===== src/rtl/pipe_hazard_ctrl_if.sv =====
// -----------------------------------------------------------------------------
// pipe_hazard_ctrl_if
// Bundle of the decode/execute status signals that the hazard controller
// watches, and the stall/bubble/UART-request controls that it drives back.
//
// The master modport is the pipeline side. The slave modport is the
// controller.
//   decode  : id_read_reg1/2, id_readf1/2, id_reg1_addr/id_reg2_addr
//   execute : ex_mem_read, ex_reg_write, ex_writef, ex_write_reg,
//             ex_data_in, ex_data_out, branch_wrong
//   memory  : mem_busy
//   uart    : io_ack (in), io_req (out)
//   control : stall, bubble_ex (out)
// -----------------------------------------------------------------------------
interface pipe_hazard_ctrl_if;

   localparam int unsigned REG_AW = 5;

   logic              id_read_reg1;
   logic              id_read_reg2;
   logic              id_readf1;
   logic              id_readf2;
   logic [REG_AW-1:0] id_reg1_addr;
   logic [REG_AW-1:0] id_reg2_addr;

   logic              ex_mem_read;
   logic              ex_reg_write;
   logic              ex_writef;
   logic [REG_AW-1:0] ex_write_reg;
   logic              ex_data_in;
   logic              ex_data_out;
   logic              branch_wrong;

   logic              mem_busy;
   logic              io_ack;

   logic              stall;
   logic              bubble_ex;
   logic              io_req;

   modport master (
      output id_read_reg1, id_read_reg2, id_readf1, id_readf2,
             id_reg1_addr, id_reg2_addr,
             ex_mem_read, ex_reg_write, ex_writef, ex_write_reg,
             ex_data_in, ex_data_out, branch_wrong,
             mem_busy, io_ack,
      input  stall, bubble_ex, io_req
   );

   modport slave (
      input  id_read_reg1, id_read_reg2, id_readf1, id_readf2,
             id_reg1_addr, id_reg2_addr,
             ex_mem_read, ex_reg_write, ex_writef, ex_write_reg,
             ex_data_in, ex_data_out, branch_wrong,
             mem_busy, io_ack,
      output stall, bubble_ex, io_req
   );

endinterface


===== src/rtl/pipe_hazard_ctrl.sv =====
// -----------------------------------------------------------------------------
// pipe_hazard_ctrl
// This block controls pipeline hazards and stalls for the RV32 integer/float
// core. It handles four cases:
//   - load-use hazards
//   - data-memory wait states
//   - UART in/out handshakes
//   - branch-mispredict abort
// It also keeps saturating performance counters.
//
// The controls are combinational from the state and the current inputs, so a
// hazard stalls the pipe in the same cycle in which it appears. The state and
// the counters are registered.
//
// Build option:
//   PIPE_IO_HANDSHAKE_EN  when defined, in/out instructions wait in IOW for
//                         io_ack. When undefined, they complete in one cycle,
//                         io_req is held at 0, io_ack is ignored and IOW is
//                         never entered.
//
// Ports:
//   clk           core clock
//   rst           synchronous active-low reset
//   bus           pipe_hazard_ctrl_if.slave (decode/execute status, stall,
//                 bubble_ex, io_req/io_ack)
//   state         current state: RUN=0, LDUSE=1, MEMW=2, IOW=3
//   stall_cycles  saturating count of cycles with stall=1
//   bubbles       saturating count of cycles with bubble_ex=1
// -----------------------------------------------------------------------------
module pipe_hazard_ctrl #(
   parameter int unsigned CNT_W = 32
) (
   input  logic                 clk,
   input  logic                 rst,
   pipe_hazard_ctrl_if.slave    bus,
   output logic [1:0]           state,
   output logic [CNT_W-1:0]     stall_cycles,
   output logic [CNT_W-1:0]     bubbles
);

   localparam int unsigned REG_AW = 5;
   localparam int unsigned ST_W   = 2;

`ifdef PIPE_IO_HANDSHAKE_EN
   localparam bit IO_EN = 1'b1;
`else
   localparam bit IO_EN = 1'b0;
`endif

   typedef enum logic [ST_W-1:0] {
      ST_RUN   = 2'd0,
      ST_LDUSE = 2'd1,
      ST_MEMW  = 2'd2,
      ST_IOW   = 2'd3
   } state_e;

   state_e             state_q;
   state_e             state_d;

   logic [CNT_W-1:0]   stall_cycles_q;
   logic [CNT_W-1:0]   stall_cycles_d;
   logic [CNT_W-1:0]   bubbles_q;
   logic [CNT_W-1:0]   bubbles_d;

   logic               src1_en_c;
   logic               src2_en_c;
   logic               src1_hit_c;
   logic               src2_hit_c;
   logic               ldhit_c;
   logic               io_start_c;
   logic               io_done_c;
   logic               stall_c;
   logic               bubble_c;
   logic               io_req_c;

   // Load-use match. A source is enabled when it reads either register file.
   // The register-file type must agree with the load destination, and
   // integer x0 never matches.
   always_comb begin
      src1_en_c  = bus.id_read_reg1 | bus.id_readf1;
      src2_en_c  = bus.id_read_reg2 | bus.id_readf2;

      src1_hit_c = src1_en_c
                 & (bus.ex_writef == bus.id_readf1)
                 & (bus.ex_write_reg == bus.id_reg1_addr)
                 & (bus.ex_writef | (bus.ex_write_reg != REG_AW'(0)));

      src2_hit_c = src2_en_c
                 & (bus.ex_writef == bus.id_readf2)
                 & (bus.ex_write_reg == bus.id_reg2_addr)
                 & (bus.ex_writef | (bus.ex_write_reg != REG_AW'(0)));

      ldhit_c    = bus.ex_mem_read & bus.ex_reg_write & (src1_hit_c | src2_hit_c);
   end

   // UART handshake qualifiers. Both are held low when the handshake is
   // compiled out.
   always_comb begin
      io_start_c = IO_EN & (bus.ex_data_in | bus.ex_data_out);
      io_done_c  = IO_EN & bus.io_ack;
   end

   // State register.
   always_ff @(posedge clk) begin
      if (!rst) begin
         state_q <= ST_RUN;
      end else begin
         state_q <= state_d;
      end
   end

   // Next state. A mispredict in RUN wins over everything else. A mem_busy
   // that arrives during LDUSE or IOW waits until the return to RUN.
   always_comb begin
      state_d = state_q;
      unique case (state_q)
         ST_RUN: begin
            if (bus.branch_wrong) begin
               state_d = ST_RUN;
            end else if (bus.mem_busy) begin
               state_d = ST_MEMW;
            end else if (io_start_c) begin
               state_d = ST_IOW;
            end else if (ldhit_c) begin
               state_d = ST_LDUSE;
            end
         end
         ST_LDUSE: begin
            state_d = ST_RUN;
         end
         ST_MEMW: begin
            if (!bus.mem_busy) begin
               state_d = ST_RUN;
            end
         end
         ST_IOW: begin
            if (io_done_c || !IO_EN) begin
               state_d = ST_RUN;
            end
         end
         default: begin
            state_d = ST_RUN;
         end
      endcase
   end

   // Output decode from the state being entered. The bubble is issued in the
   // hazard cycle itself; the LDUSE cycle that follows is clean. The cycle
   // that releases a wait (mem_busy low, or io_ack) already drops stall.
   always_comb begin
      stall_c  = 1'b0;
      bubble_c = 1'b0;
      io_req_c = 1'b0;
      if (rst) begin
         unique case (state_d)
            ST_LDUSE: begin
               stall_c  = 1'b1;
               bubble_c = 1'b1;
            end
            ST_MEMW: begin
               stall_c  = 1'b1;
            end
            ST_IOW: begin
               stall_c  = 1'b1;
               io_req_c = IO_EN;
            end
            default: begin
               stall_c  = 1'b0;
            end
         endcase
      end
   end

   // Saturating performance counters.
   always_comb begin
      stall_cycles_d = stall_cycles_q;
      bubbles_d      = bubbles_q;
      if (stall_c && (stall_cycles_q != {CNT_W{1'b1}})) begin
         stall_cycles_d = stall_cycles_q + CNT_W'(1);
      end
      if (bubble_c && (bubbles_q != {CNT_W{1'b1}})) begin
         bubbles_d = bubbles_q + CNT_W'(1);
      end
   end

   always_ff @(posedge clk) begin
      if (!rst) begin
         stall_cycles_q <= '0;
         bubbles_q      <= '0;
      end else begin
         stall_cycles_q <= stall_cycles_d;
         bubbles_q      <= bubbles_d;
      end
   end

   assign bus.stall     = stall_c;
   assign bus.bubble_ex = bubble_c;
`ifdef PIPE_IO_HANDSHAKE_EN
   assign bus.io_req    = io_req_c;
`else
   assign bus.io_req    = 1'b0 & io_req_c;
`endif

   assign state         = state_q;
   assign stall_cycles  = stall_cycles_q;
   assign bubbles       = bubbles_q;

endmodule


===== src/flat_wrapper.sv =====
// flat-port wrapper written by rule: the top's interface ports become plain ports
module pipe_hazard_ctrl_flat 
#(
   parameter int unsigned CNT_W = 32
)
  (clk, rst, state, stall_cycles, bubbles, bus_id_read_reg1, bus_id_read_reg2, bus_id_readf1, bus_id_readf2, bus_id_reg1_addr, bus_id_reg2_addr, bus_ex_mem_read, bus_ex_reg_write, bus_ex_writef, bus_ex_write_reg, bus_ex_data_in, bus_ex_data_out, bus_branch_wrong, bus_mem_busy, bus_io_ack, bus_stall, bus_bubble_ex, bus_io_req);
  pipe_hazard_ctrl_if bus_i ();
  input  logic clk;
  input  logic rst;
  output logic [1:0] state;
  output logic [CNT_W-1:0] stall_cycles;
  output logic [CNT_W-1:0] bubbles;
  input wire logic [$bits(bus_i.id_read_reg1)-1:0] bus_id_read_reg1;
  input wire logic [$bits(bus_i.id_read_reg2)-1:0] bus_id_read_reg2;
  input wire logic [$bits(bus_i.id_readf1)-1:0] bus_id_readf1;
  input wire logic [$bits(bus_i.id_readf2)-1:0] bus_id_readf2;
  input wire logic [$bits(bus_i.id_reg1_addr)-1:0] bus_id_reg1_addr;
  input wire logic [$bits(bus_i.id_reg2_addr)-1:0] bus_id_reg2_addr;
  input wire logic [$bits(bus_i.ex_mem_read)-1:0] bus_ex_mem_read;
  input wire logic [$bits(bus_i.ex_reg_write)-1:0] bus_ex_reg_write;
  input wire logic [$bits(bus_i.ex_writef)-1:0] bus_ex_writef;
  input wire logic [$bits(bus_i.ex_write_reg)-1:0] bus_ex_write_reg;
  input wire logic [$bits(bus_i.ex_data_in)-1:0] bus_ex_data_in;
  input wire logic [$bits(bus_i.ex_data_out)-1:0] bus_ex_data_out;
  input wire logic [$bits(bus_i.branch_wrong)-1:0] bus_branch_wrong;
  input wire logic [$bits(bus_i.mem_busy)-1:0] bus_mem_busy;
  input wire logic [$bits(bus_i.io_ack)-1:0] bus_io_ack;
  output wire logic [$bits(bus_i.stall)-1:0] bus_stall;
  output wire logic [$bits(bus_i.bubble_ex)-1:0] bus_bubble_ex;
  output wire logic [$bits(bus_i.io_req)-1:0] bus_io_req;
  assign bus_i.id_read_reg1 = bus_id_read_reg1;
  assign bus_i.id_read_reg2 = bus_id_read_reg2;
  assign bus_i.id_readf1 = bus_id_readf1;
  assign bus_i.id_readf2 = bus_id_readf2;
  assign bus_i.id_reg1_addr = bus_id_reg1_addr;
  assign bus_i.id_reg2_addr = bus_id_reg2_addr;
  assign bus_i.ex_mem_read = bus_ex_mem_read;
  assign bus_i.ex_reg_write = bus_ex_reg_write;
  assign bus_i.ex_writef = bus_ex_writef;
  assign bus_i.ex_write_reg = bus_ex_write_reg;
  assign bus_i.ex_data_in = bus_ex_data_in;
  assign bus_i.ex_data_out = bus_ex_data_out;
  assign bus_i.branch_wrong = bus_branch_wrong;
  assign bus_i.mem_busy = bus_mem_busy;
  assign bus_i.io_ack = bus_io_ack;
  assign bus_stall = bus_i.stall;
  assign bus_bubble_ex = bus_i.bubble_ex;
  assign bus_io_req = bus_i.io_req;
  pipe_hazard_ctrl #(.CNT_W(CNT_W)) u_core (.clk(clk), .rst(rst), .bus(bus_i), .state(state), .stall_cycles(stall_cycles), .bubbles(bubbles));
endmodule

===== config.mk =====
export PLATFORM = sky130hd
export DESIGN_NAME = pipe_hazard_ctrl_flat
export DESIGN_NICKNAME = d
export VERILOG_FILES = /design/src/rtl/pipe_hazard_ctrl_if.sv /design/src/rtl/pipe_hazard_ctrl.sv /design/src/flat_wrapper.sv
export SDC_FILE = /design/constraint.sdc
export NUM_CORES = 1
export LEC_CHECK = 0
export ABC_AREA = 1
export BUFFER_PORTS_ARGS = -buffer_cell sky130_fd_sc_hd__buf_2
export CELL_PAD_IN_SITES_DETAIL_PLACEMENT = 1
export CELL_PAD_IN_SITES_GLOBAL_PLACEMENT = 1
export CORE_ASPECT_RATIO = 0.75
export CORE_MARGIN = 1.5
export CORE_UTILIZATION = 33
export CTS_CLUSTER_DIAMETER = 120
export CTS_CLUSTER_SIZE = 14
export DETAILED_ROUTE_END_ITERATION = 7
export PLACE_DENSITY = 0.85
export SLEW_MARGIN = 20
export SYNTH_ARGS = -nofsm -noshare
export SYNTH_HDL_FRONTEND = slang
export SYNTH_SLANG_ARGS = --single-unit

===== constraint.sdc =====
create_clock -name clk -period 1.7 [get_ports clk]
set_input_delay 0.085 -clock clk [delete_from_list [all_inputs] [get_ports clk]]
set_output_delay 0.085 -clock clk [all_outputs]
set_load 0.01 [all_outputs]

* After elaboration in Yosys (flattened, before gate mapping)
Cells that the tools add are included.
** Word-level totals
- Bits in registers :: 66
- Input port bits :: 29
- Output and inout bits :: 69
- Logic and storage cells :: 44
** Cells by class
- Add/sub/neg operators :: 2
- Eq/ne operators :: 12
- Multiplexer cells :: 9
- Bitwise logic cells :: 12
- Reductions and logical operators :: 6
** Operator list (number)
- $add A32 B1 Y32 const B :: 2
- $ne A32 B32 Y1 const B :: 2
- $eq A5 B5 Y1 :: 2
- $and A1 B1 Y1 :: 8
- $eq A2 B2 Y1 const B :: 4
- $mux W2 :: 4
- $pmux W2 S3 :: 1
- $reduce_bool A5 Y1 :: 1
- $eq A2 B1 Y1 const B :: 2
- $mux W1 :: 4
- $or A1 B1 Y1 :: 4
- $reduce_or A3 Y1 :: 1
- $eq A1 B1 Y1 :: 2
- $logic_and A1 B1 Y1 :: 2
- $logic_not A2 Y1 :: 1
- $reduce_or A2 Y1 :: 1

* Depth between registers and ports, before layout
Gate-level depths: netlist of run 1.
- Depth after elaboration :: 15
- Depth in mapped cells :: 14

* Worst setup path after synthesis of run 1
Ideal clock, no wire load.
- Kind :: register to register
- From :: register u_core.stall_cycles_q[0], in the netlist u_core.stall_cycles[0]
- To :: register u_core.stall_cycles_q[18], in the netlist u_core.stall_cycles[18]
- Arrival time :: 1.696 ns
- Slack :: -0.129 ns
- Cell stages (with the launch flop) :: 10
- Path buffers :: 1
- Path through :: dfxtp_1 ha_1 nand2_1 nor2_2 nand3_1 nor4_2 nand3_2 clkbuf_1 nand3_1 a21oi_1
** Between the ends
- Word-level cells in the longest chain between the ends :: 2
** Ends and longest elaborated chain
- start: declaration :: line pipe_hazard_ctrl.sv:60 : logic [CNT_W-1:0] stall_cycles_q;
- start signal: assignment :: line pipe_hazard_ctrl.sv:191 : stall_cycles_q <= stall_cycles_d;
- branches (longest 2 deep; another with $add A32 B1 Y32)
Parallel ways; which one is timed is not known.
A chain may end at the register's enable or synchronous reset.

* Worst setup path after layout of run 1
- From :: register u_core.stall_cycles_q[10], in the netlist u_core.stall_cycles[10]
- To :: register u_core.stall_cycles_q[10], in the netlist u_core.stall_cycles[10]
Same word-level chain as after synthesis.

==> metrics.txt, run 1 <==
CTS Sinks 66; Worst EP required about 1.9 ns; Layout Utilization 0.581; Tot GR Track Use 0.289; Final Hold Viols 0; antenna violation net count after detailed routing 0; Worst-Margin Slew 0.730 ns; area share of the largest cell type after synthesis 0.320; Yosys reg bits 66; Tmin final approximately 2.2 ns; final wirelength around 25000 um; # setup viols final 65; footprint of the multi-input gates slightly above 3000 um2; Post-synth EDFFs 0; Nets between 900 and 1000; Die X around 130 um; Routed WL per cell roughly 23 um; fin crit share 1.30; clk buf depth 2; area leader, netlist dfxtp_1; placed wire-length estimate approximately 12000 um; Hold Crit Class input pin to flop; crit-path max cell delay approximately 0.44 ns; largest net degree at the start of global routing 40; Area growth, synth to finish 72.1%; Fillers around 1600; number of global-route vias before repair around 5600; Hold WS between 0.2 and 0.25 ns; Slew headroom 0.514; critical path data arrival time around 2.4 ns; Pleak 3.28 nW; Hold Crit Depth 4; GRT overflow 0; Setup Skew around 0.010 ns; worst-path maximum fanout 14; proportion of layout cells with a drive suffix above 1 0.511; total die area 13200 um2; Die Y 99.8 um; CTS tree done; final worst slack -0.505 ns; Num CTS Buffers 9; Peak supply drop about 0.52 mV; Most common cell on crit path nand3_2; first-pass GRT wire length just under 30000 um; starting density of the core 0.338; clock root buffer clkbuf_16; Clk Latency, worst-skew pair around 0.36 ns; vias per cell roughly 5.7; clock slew seen by the registers of the worst setup and hold paths roughly 0.060 ns; failing checks setup timing; CORE AREA 12200 um2; drt first pass iters 5; syn nets between 600 and 700; syn avg cell area between 6 and 7 um2; crit end category flop; port bufs 93; ys async rst share 0; count leader, synth nand2_1; H-tree depth 3; top post-synthesis cells by area dfxtp_1, nand2_1, nand3_1, nor2_1, inv_1; critical path cell sequence nand2_1, nor2_2, nand3_2, nor4_4, nand3_2, buf_4, nand3_1, a21oi_4; routability cong. 0.855; Reg area roughly 1400 um2; Final Max Slew Viols 0; n_diodes 0; main flop type after synthesis dfxtp_1; Ports between 90 and 100; PwrDens around 570 nW/um2; register area share after synthesis 0.320; initial drt markers just over 500; crit start category flop; Post-synth top cells nand2_1, nor2_1, inv_1; drt drc 0; FMAX ~450 MHz; Slowest-stage cell, CP dfxtp_1; yosys warns 0; run status complete, but fails checks; Post-Syn Instances 659; worst r2r path cells 8; initial antenna violation count 0; row count 35; Vias approximately 6100; area of the mapped netlist 4130 um2; RSZ-0062 raised after global routing yes; Max Cap Viol 0; Worst Setup Path Type flop to flop; Synth cell types 33; Power Total 0.00405 W
path summary, 6_finish.rpt:
check,startpoint,end,slack [ns]
max,u_core.stall_cycles[10]$_SDFFE_PN0P_,u_core.stall_cycles[10]$_SDFFE_PN0P_,-0.51
min,bus_ex_reg_write,u_core.state[0]$_SDFF_PN0_,0.24
max reg2reg,u_core.stall_cycles[10]$_SDFFE_PN0P_,u_core.stall_cycles[10]$_SDFFE_PN0P_,-0.51
min reg2reg,u_core.bubbles[27]$_SDFFE_PN0P_,u_core.bubbles[27]$_SDFFE_PN0P_,0.50
routing by layer:
| layer | GRT usage | up-vias | part of all wire |
|---|---|---|---|
| met4 | 0.126 | 0 | 0.071 |
| li1 | - | 2593 | - |
| met5 | 0 | - | 0 |
| met1 | 0.365 | 2936 | 0.38 |
| met2 | 0.478 | 414 | 0.46 |
| met3 | 0.0626 | 163 | 0.084 |
flip-flops by register name, indices dropped and copies added, names as in the netlist:
| register | cells |
|---|---|
| u_core.stall_cycles | 32 |
| u_core.state | 2 |
| u_core.bubbles | 32 |
cell families after synthesis:
kind of cell             synth area share
AND/OR/NAND/NOR                     0.429
buffers and inverters              0.0976
flip-flops                          0.320
AO/OA/AOI/OAI                      0.0764
XOR/XNOR                           0.0700
adder cells (fa/ha/maj)           0.00606
other                            0.000909
worst max-delay path, delay by kind of cell, from the launching register on:
family | cells | cell delay [ns]
AOI/OAI and AO/OA | 1 | 0.12
buffers and inverters | 1 | 0.27
DFF | 1 | 0.44
and+or+nand+nor | 6 | 1.23
area by class of cell:
class | count | area share
timing repair buffer | 248 | 0.251
inverter | 82 | 0.0437
sequential | 66 | 0.192
tap | 166 | 0.0293
multi-input combinational | 494 | 0.438
clock inverter | 4 | 0.0102
clock buffer | 12 | 0.0363
stage by stage:
step | setup TNS [ns] | setup slack (ns) | instances | cell area (um2)
2_1_floorplan | 0 | 0.00217 | 659 | 4170
4_1_cts | -2.25 | -0.111 | 1057 | 6410
5_1_grt | -21.04 | -0.505 | 1072 | 7100
3_5_place_dp | -4.78 | -0.144 | 1022 | 5700
3_3_place_gp | -0.201 | -0.0674 | 1022 | 5700
6_report | -18.20 | -0.505 | 1072 | 7100
repair_timing:
action | 4_1_cts | 5_1_grt
pin swaps | 28 | 58
setup buffers | 17 | 16
gates resized for setup | 63 | 155
hold buffers | 0 | 0
gates cloned | 3 | 2
endpoints found under the setup margin | 60 | 65
power by group:
group / leakage (nW) / internal (W) / switching (W)
combinational: 2.58 / 0.000119 / 0.000192
sequential: 0.546 / 0.00155 / 0.00000289
clock: 0.158 / 0.00137 / 0.000816
total: 3.28 / 0.00304 / 0.00101
cell usage in the layout, fill, tap and decap left out, types with 2 or more instances in the layout:
cell and n:
dfxtp_4 3, a21oi_2 34, clkbuf_16 12, nand3_1 45, nor3_1 14, buf_6 9, nor2_1 65, inv_1 67
and2_1 2, dfxtp_1 40, nor3_4 6, nand3_2 22, clkbuf_1 2, buf_2 92, nor3_2 8, nand2_2 29
nand3b_1 2, dfxtp_2 23, buf_4 138, nand4_1 19, xor2_1 24, a21oi_1 16, buf_12 6, bufinv_16 2
o21ai_0 6, nor2_2 21, xnor2_1 8, o21a_1 2, nand2_4 22, o21ai_1 2, nand2_1 126, inv_2 13
nor2_4 10, ha_4 2
Note: power is estimated with default switching activity, not from simulation.
==> run 2, diff against run 1 <==
Settings changed: CTS_CLUSTER_DIAMETER 120 to default, HOLD_SLACK_MARGIN from default to 0.06, TNS_END_PERCENT from default to 10.
==> run 2 against run 1 <==
Net effect: the run still ends with setup timing left; hold slack got worse by 0.053 ns; worst setup slack improved by 0.24 ns; sequential cell count did not move; clock skew rose by 0.0019 ns; largest cell class unchanged.
==> metrics.txt, run 2 (synthesis gave the netlist of run 1 again) <==
FMAX a little over 500 MHz; Die Y approximately 100 um; worst r2r path cells 12; H-tree depth 3; CORE AREA between 10000 and 15000 um2; total die area roughly 13000 um2; Num CTS Buffers 9; Most common cell on crit path nor2_4; drt drc 0; Hold WS 0.188 ns; DR WL met2 approximately 10000 um; final worst slack -0.263 ns; Worst Setup Path Type flop to flop; n_diodes 0; Routed WL per cell 20.9 um; Slowest-stage cell, CP dfxtp_4; crit end category flop; Max Cap Viol 0; run status complete, but fails checks; non-filler cells, final 1054; RSZ-0062 raised after global routing yes; Final Hold Viols 0; met1 wire length approximately 9000 um; Nets about 910; drt first pass iters 5; most common cell after layout, fill and taps aside nand2_1; Die X between 100 and 150 um; routability cong. between 0.8 and 0.9; Hold Crit Class input pin to flop; Worst EP required between 1.5 and 2 ns; Tot GR Track Use 0.279; Slew headroom 0.587; starting density of the core 0.338; clk buf depth 2; routed wl met3 between 1500 and 2000 um; failing checks setup timing; antenna violation net count after detailed routing 0; placed wire-length estimate 12200 um; Ports 98; CTS tree done; largest net degree at the start of global routing 40; row count 35; crit path to u_core.bubbles[22]$_SDFFE_PN0P_; GRT overflow 0; proportion of layout cells with a drive suffix above 1 0.444; Final Max Slew Viols 0; reg2reg start u_core.bubbles[0]$_SDFFE_PN0P_; highest routed layer met4; Setup Skew roughly 0.012 ns; crit path launch u_core.bubbles[0]$_SDFFE_PN0P_; crit-path max cell delay approximately 0.36 ns; critical path data arrival time 2.21 ns; initial drt markers 390; initial antenna violation count 0; most frequent cells in the layout nand2_1, buf_4, buf_2, nor2_1, inv_1; placed cells 1022; number of global-route vias before repair 5492; Peak supply drop slightly above 0.4 mV; CTS Sinks 66; critical path cell sequence ha_4, inv_4, nor2_4, nand2_2, nor2_4, inv_2, nor2_2, nand4_2, buf_4, nor2_1, a21oi_1, nor3_1; final wirelength roughly 22000 um; vias per cell ~5.4; port bufs just over 90; R2R setup slack -0.26 ns; clock root buffer clkbuf_16; Clk Latency, worst-skew pair roughly 0.35 ns; RR Endpoint u_core.bubbles[22]$_SDFFE_PN0P_; crit start category flop; fin crit share 1.15; Tmin final just under 2 ns; Worst-Margin Slew 0.620 ns; Area growth, synth to finish 63.9%; worst-path maximum fanout 4; Pleak around 3.1 nW; first-pass GRT wire length between 20000 and 30000 um; Vias 5729; PwrDens just under 600 nW/um2; # setup viols final a little over 60; Post-CTS Hold Buffers 0; clock slew seen by the registers of the worst setup and hold paths ~0.06 ns
==> run 2: cell types whose count changed in the layout (fill, tap and decap cells not counted), sizes merged <==
cell	previous run	this run
clkbuf	14	13
buf	246	229
==> run 2: final cells by class <==
| cell class | instances | area [um2] |
|---|---|---|
| fillers | 1599 | 5450 |
| multi-input cells | 494 | 2920 |
| repair buffers | 230 | 1640 |
| flip-flops and latches | 66 | 1360 |
| inverters | 82 | 310 |
| clock buffers | 12 | 258 |
| well taps | 166 | 208 |
| clock inverters | 4 | 72.6 |
==> run 2: layer usage <==
metal	track usage	vias to the layer above
li1	-	2556
met1	0.359	2776
met2	0.461	295
met3	0.0606	102
met4	0.103	0
met5	0	-
==> run 2: what timing repair did <==
action / 4_1_cts / 5_1_grt
setup endpoints to repair: 60 / 65
endpoints found under the hold margin: 0 / 0
buffers inserted: 10 / 6
pin swaps: 20 / 29
gates resized for setup: 47 / 110
gates cloned: 3 / 1
==> run 2: worst min-delay path by stage <==
stage                          start                         end  slack, ns  cells after the start
global placement    bus_branch_wrong  u_core.state[1]$_SDFF_PN0_       0.44                      4
detailed placement  bus_branch_wrong  u_core.state[1]$_SDFF_PN0_       0.45                      4
global route        bus_branch_wrong  u_core.state[1]$_SDFF_PN0_       0.21                      4
floorplan           bus_branch_wrong  u_core.state[1]$_SDFF_PN0_       0.28                      3
finish              bus_branch_wrong  u_core.state[1]$_SDFF_PN0_       0.19                      4
CTS                 bus_branch_wrong  u_core.state[1]$_SDFF_PN0_       0.14                      4
==> run 2: where the power goes <==
part           leakage [nW]  switching, W  total [W]  internal [W]
registers             0.544    0.00000329    0.00155       0.00154
clock network         0.158      0.000788    0.00216       0.00137
logic                  2.40      0.000164   0.000268      0.000104
==> run 2: worst max-delay path: cells and delay by family (launching register included) <==
kind	cells	cell delay, ns
AOI/OAI and AO/OA	1	0.12
adders and majority gates	1	0.16
buffers and inverters	3	0.28
DFF	1	0.36
and+or+nand+nor	7	0.94
==> run 2: per-stage QoR <==
| step | setup TNS, ns | power (W) | area (um2) | utilization | setup slack (ns) |
|---|---|---|---|---|---|
| 5_1_grt | -11.82 | 0.00403 | 6770 | 0.554 | -0.375 |
| 4_1_cts | -2.53 | 0.00392 | 6320 | 0.517 | -0.115 |
| 6_report | -6.37 | 0.00398 | 6770 | 0.554 | -0.263 |
| 3_5_place_dp | -4.78 | 0.00180 | 5700 | 0.466 | -0.144 |
| 3_3_place_gp | -0.201 | 0.00179 | 5700 | 0.466 | -0.0674 |
| 2_1_floorplan | 0 | 0.00170 | 4170 | - | 0.00217 |
==> run 3, diff against run 2 <==
Settings changed: CORE_MARGIN 1.5 to 2, SETUP_SLACK_MARGIN from default to 0.4.
==> run 3 against run 2 <==
Net effect: the run still ends with setup timing left; final cell count grew 0.66%; sequential share of layout area grew 0.32 points; critical path depth shrank 4; global-route usage shrank 0.59 points; via count shrank 0.73%; hold slack lost 0.033 ns; highest routed layer unchanged.
==> metrics.txt, run 3 (synthesis gave the netlist of run 1 again) <==
Reg area between 1000 and 1500 um2; PwrDens between 500 and 600 nW/um2; first-pass GRT wire length between 20000 and 30000 um; clock root buffer clkbuf_16; starting density of the core 0.337; non-filler cells, final roughly 1100; clock slew seen by the registers of the worst setup and hold paths around 0.06 ns; vias per cell 5.36; CTS tree done; Layout Utilization 0.551; proportion of layout cells with a drive suffix above 1 0.464; Die Y just over 100 um; critical path cell sequence nand2_1, nor2_1, nand2_1, nor3_1, buf_4, xor2_1, nand3_2, a21oi_2; Worst-Margin Slew 0.627 ns; R2R setup slack -0.24 ns; initial antenna violation count 0; Hold Crit Class input pin to flop; Power Total 0.00355 W; Slowest-stage cell, CP dfxtp_2; # setup viols final between 60 and 70; crit-path max cell delay around 0.42 ns; final wirelength roughly 21000 um; most frequent cells in the layout nand2_1, buf_4, buf_2, inv_1, nor2_1; placed wire-length estimate around 12000 um; footprint of the multi-input gates ~3000 um2; Max Cap Viol 0; number of global-route vias before repair 5625; Most common cell on crit path nand2_1; Pleak about 3.1 nW; dpl cell area 5790 um2; Setup Skew roughly 0.012 ns; total die area 13400 um2; Nets roughly 920; initial drt markers between 400 and 500; port bufs 93; Post-CTS Hold Buffers 0; Routed WL per cell around 20 um; Slew headroom 0.582; largest net degree at the start of global routing 40; CTS Sinks 66; crit end category flop; CORE AREA ~12000 um2; Worst Setup Path Type flop to flop; n_diodes 0; Final Max Slew Viols 0; fin crit share 1.14; FMAX between 500 and 600 MHz; worst-path maximum fanout 5; Tmin final between 1.5 and 2 ns; Vias 5687; Final Hold Viols 0; most common cell after layout, fill and taps aside nand2_1; drt drc 0; Peak supply drop ~0.46 mV; critical path data arrival time approximately 2.2 ns; H-tree depth 3; Ports 98; Final Cell Area ~6800 um2; placed cells between 1000 and 1500; Tot GR Track Use 0.273; crit start category flop; failing checks setup timing; Worst EP required 1.97 ns; RSZ-0062 raised after global routing yes; Area growth, synth to finish 63.6%; antenna violation net count after detailed routing 0; Clk Latency, worst-skew pair about 0.34 ns; run status complete, but fails checks; Die X between 100 and 150 um; GRT overflow 0; Num CTS Buffers 9; post-place setup slack -0.164 ns; clk buf depth 2; final worst slack -0.240 ns; routability cong. 0.897; Fillers between 1500 and 2000; row count 35; drt first pass iters 5
==> run 3: changes by cell type in the layout (fill, tap and decap cells not counted), sizes merged <==
cell      change
bufinv        -2
buf           +9
clkinv        +3
clkbuf        -1
clkinvlp      -1
nor2          -1
==> run 3: repair_timing <==
| action | CTS | global route |
|---|---|---|
| buffers inserted | 7 | 6 |
| endpoints found under the setup margin | 66 | 66 |
| pin swaps | 47 | 35 |
| cloned | 1 | 1 |
| resized for setup | 86 | 81 |
==> run 3: stage by stage <==
stage          hold WS, ns  TNS [ns]
6_report             0.155     -6.42
5_1_grt              0.195    -11.39
4_1_cts              0.110    -0.184
3_5_place_dp         0.465     -2.47
3_3_place_gp         0.442    -0.248
2_1_floorplan        0.284         0
==> run 3: layer usage <==
layer / global-route usage / wire length [um] / vias up
met1: 0.361 / 9000 / 2763
met4: 0.0835 / 735 / 0
li1: - / - / 2575
met2: 0.450 / 10000 / 275
met5: 0 / 0 / -
met3: 0.0578 / 1530 / 74
==> run 3: final cells by class <==
type / instances / share of cell area
Clock buffer: 11 / 0.0360
Clock inverter: 4 / 0.00297
Inverter: 82 / 0.0463
Multi-Input combinational cell: 493 / 0.432
Sequential cell: 66 / 0.204
Tap cell: 166 / 0.0308
Timing Repair Buffer: 239 / 0.248
==> run 3: critical path, delay by kind of cell (launching register included) <==
family	cells	cell delay [ns]
AOI/OAI and AO/OA	1	0.13
xor gates and xnor gates	1	0.18
buffers and inverters	1	0.19
DFF	1	0.42
and+or+nand+nor	5	0.95
==> run 3: path summary, 6_finish.rpt <==
check | startpoint | end | depth (start not counted)
min reg2reg | u_core.stall_cycles[7]$_SDFFE_PN0P_ | u_core.stall_cycles[7]$_SDFFE_PN0P_ | 2
max reg2reg | u_core.stall_cycles[12]$_SDFFE_PN0P_ | u_core.stall_cycles[22]$_SDFFE_PN0P_ | 8
max | u_core.stall_cycles[12]$_SDFFE_PN0P_ | u_core.stall_cycles[22]$_SDFFE_PN0P_ | 8
min | bus_branch_wrong | u_core.state[1]$_SDFF_PN0_ | 4
==> run 3: where the power goes <==
part           total, W  internal [W]  switching (W)  leakage (nW)
Sequential      0.00154       0.00154     0.00000268         0.549
Clock           0.00175       0.00101       0.000743         0.135
Combinational  0.000253     0.0000954       0.000158          2.43
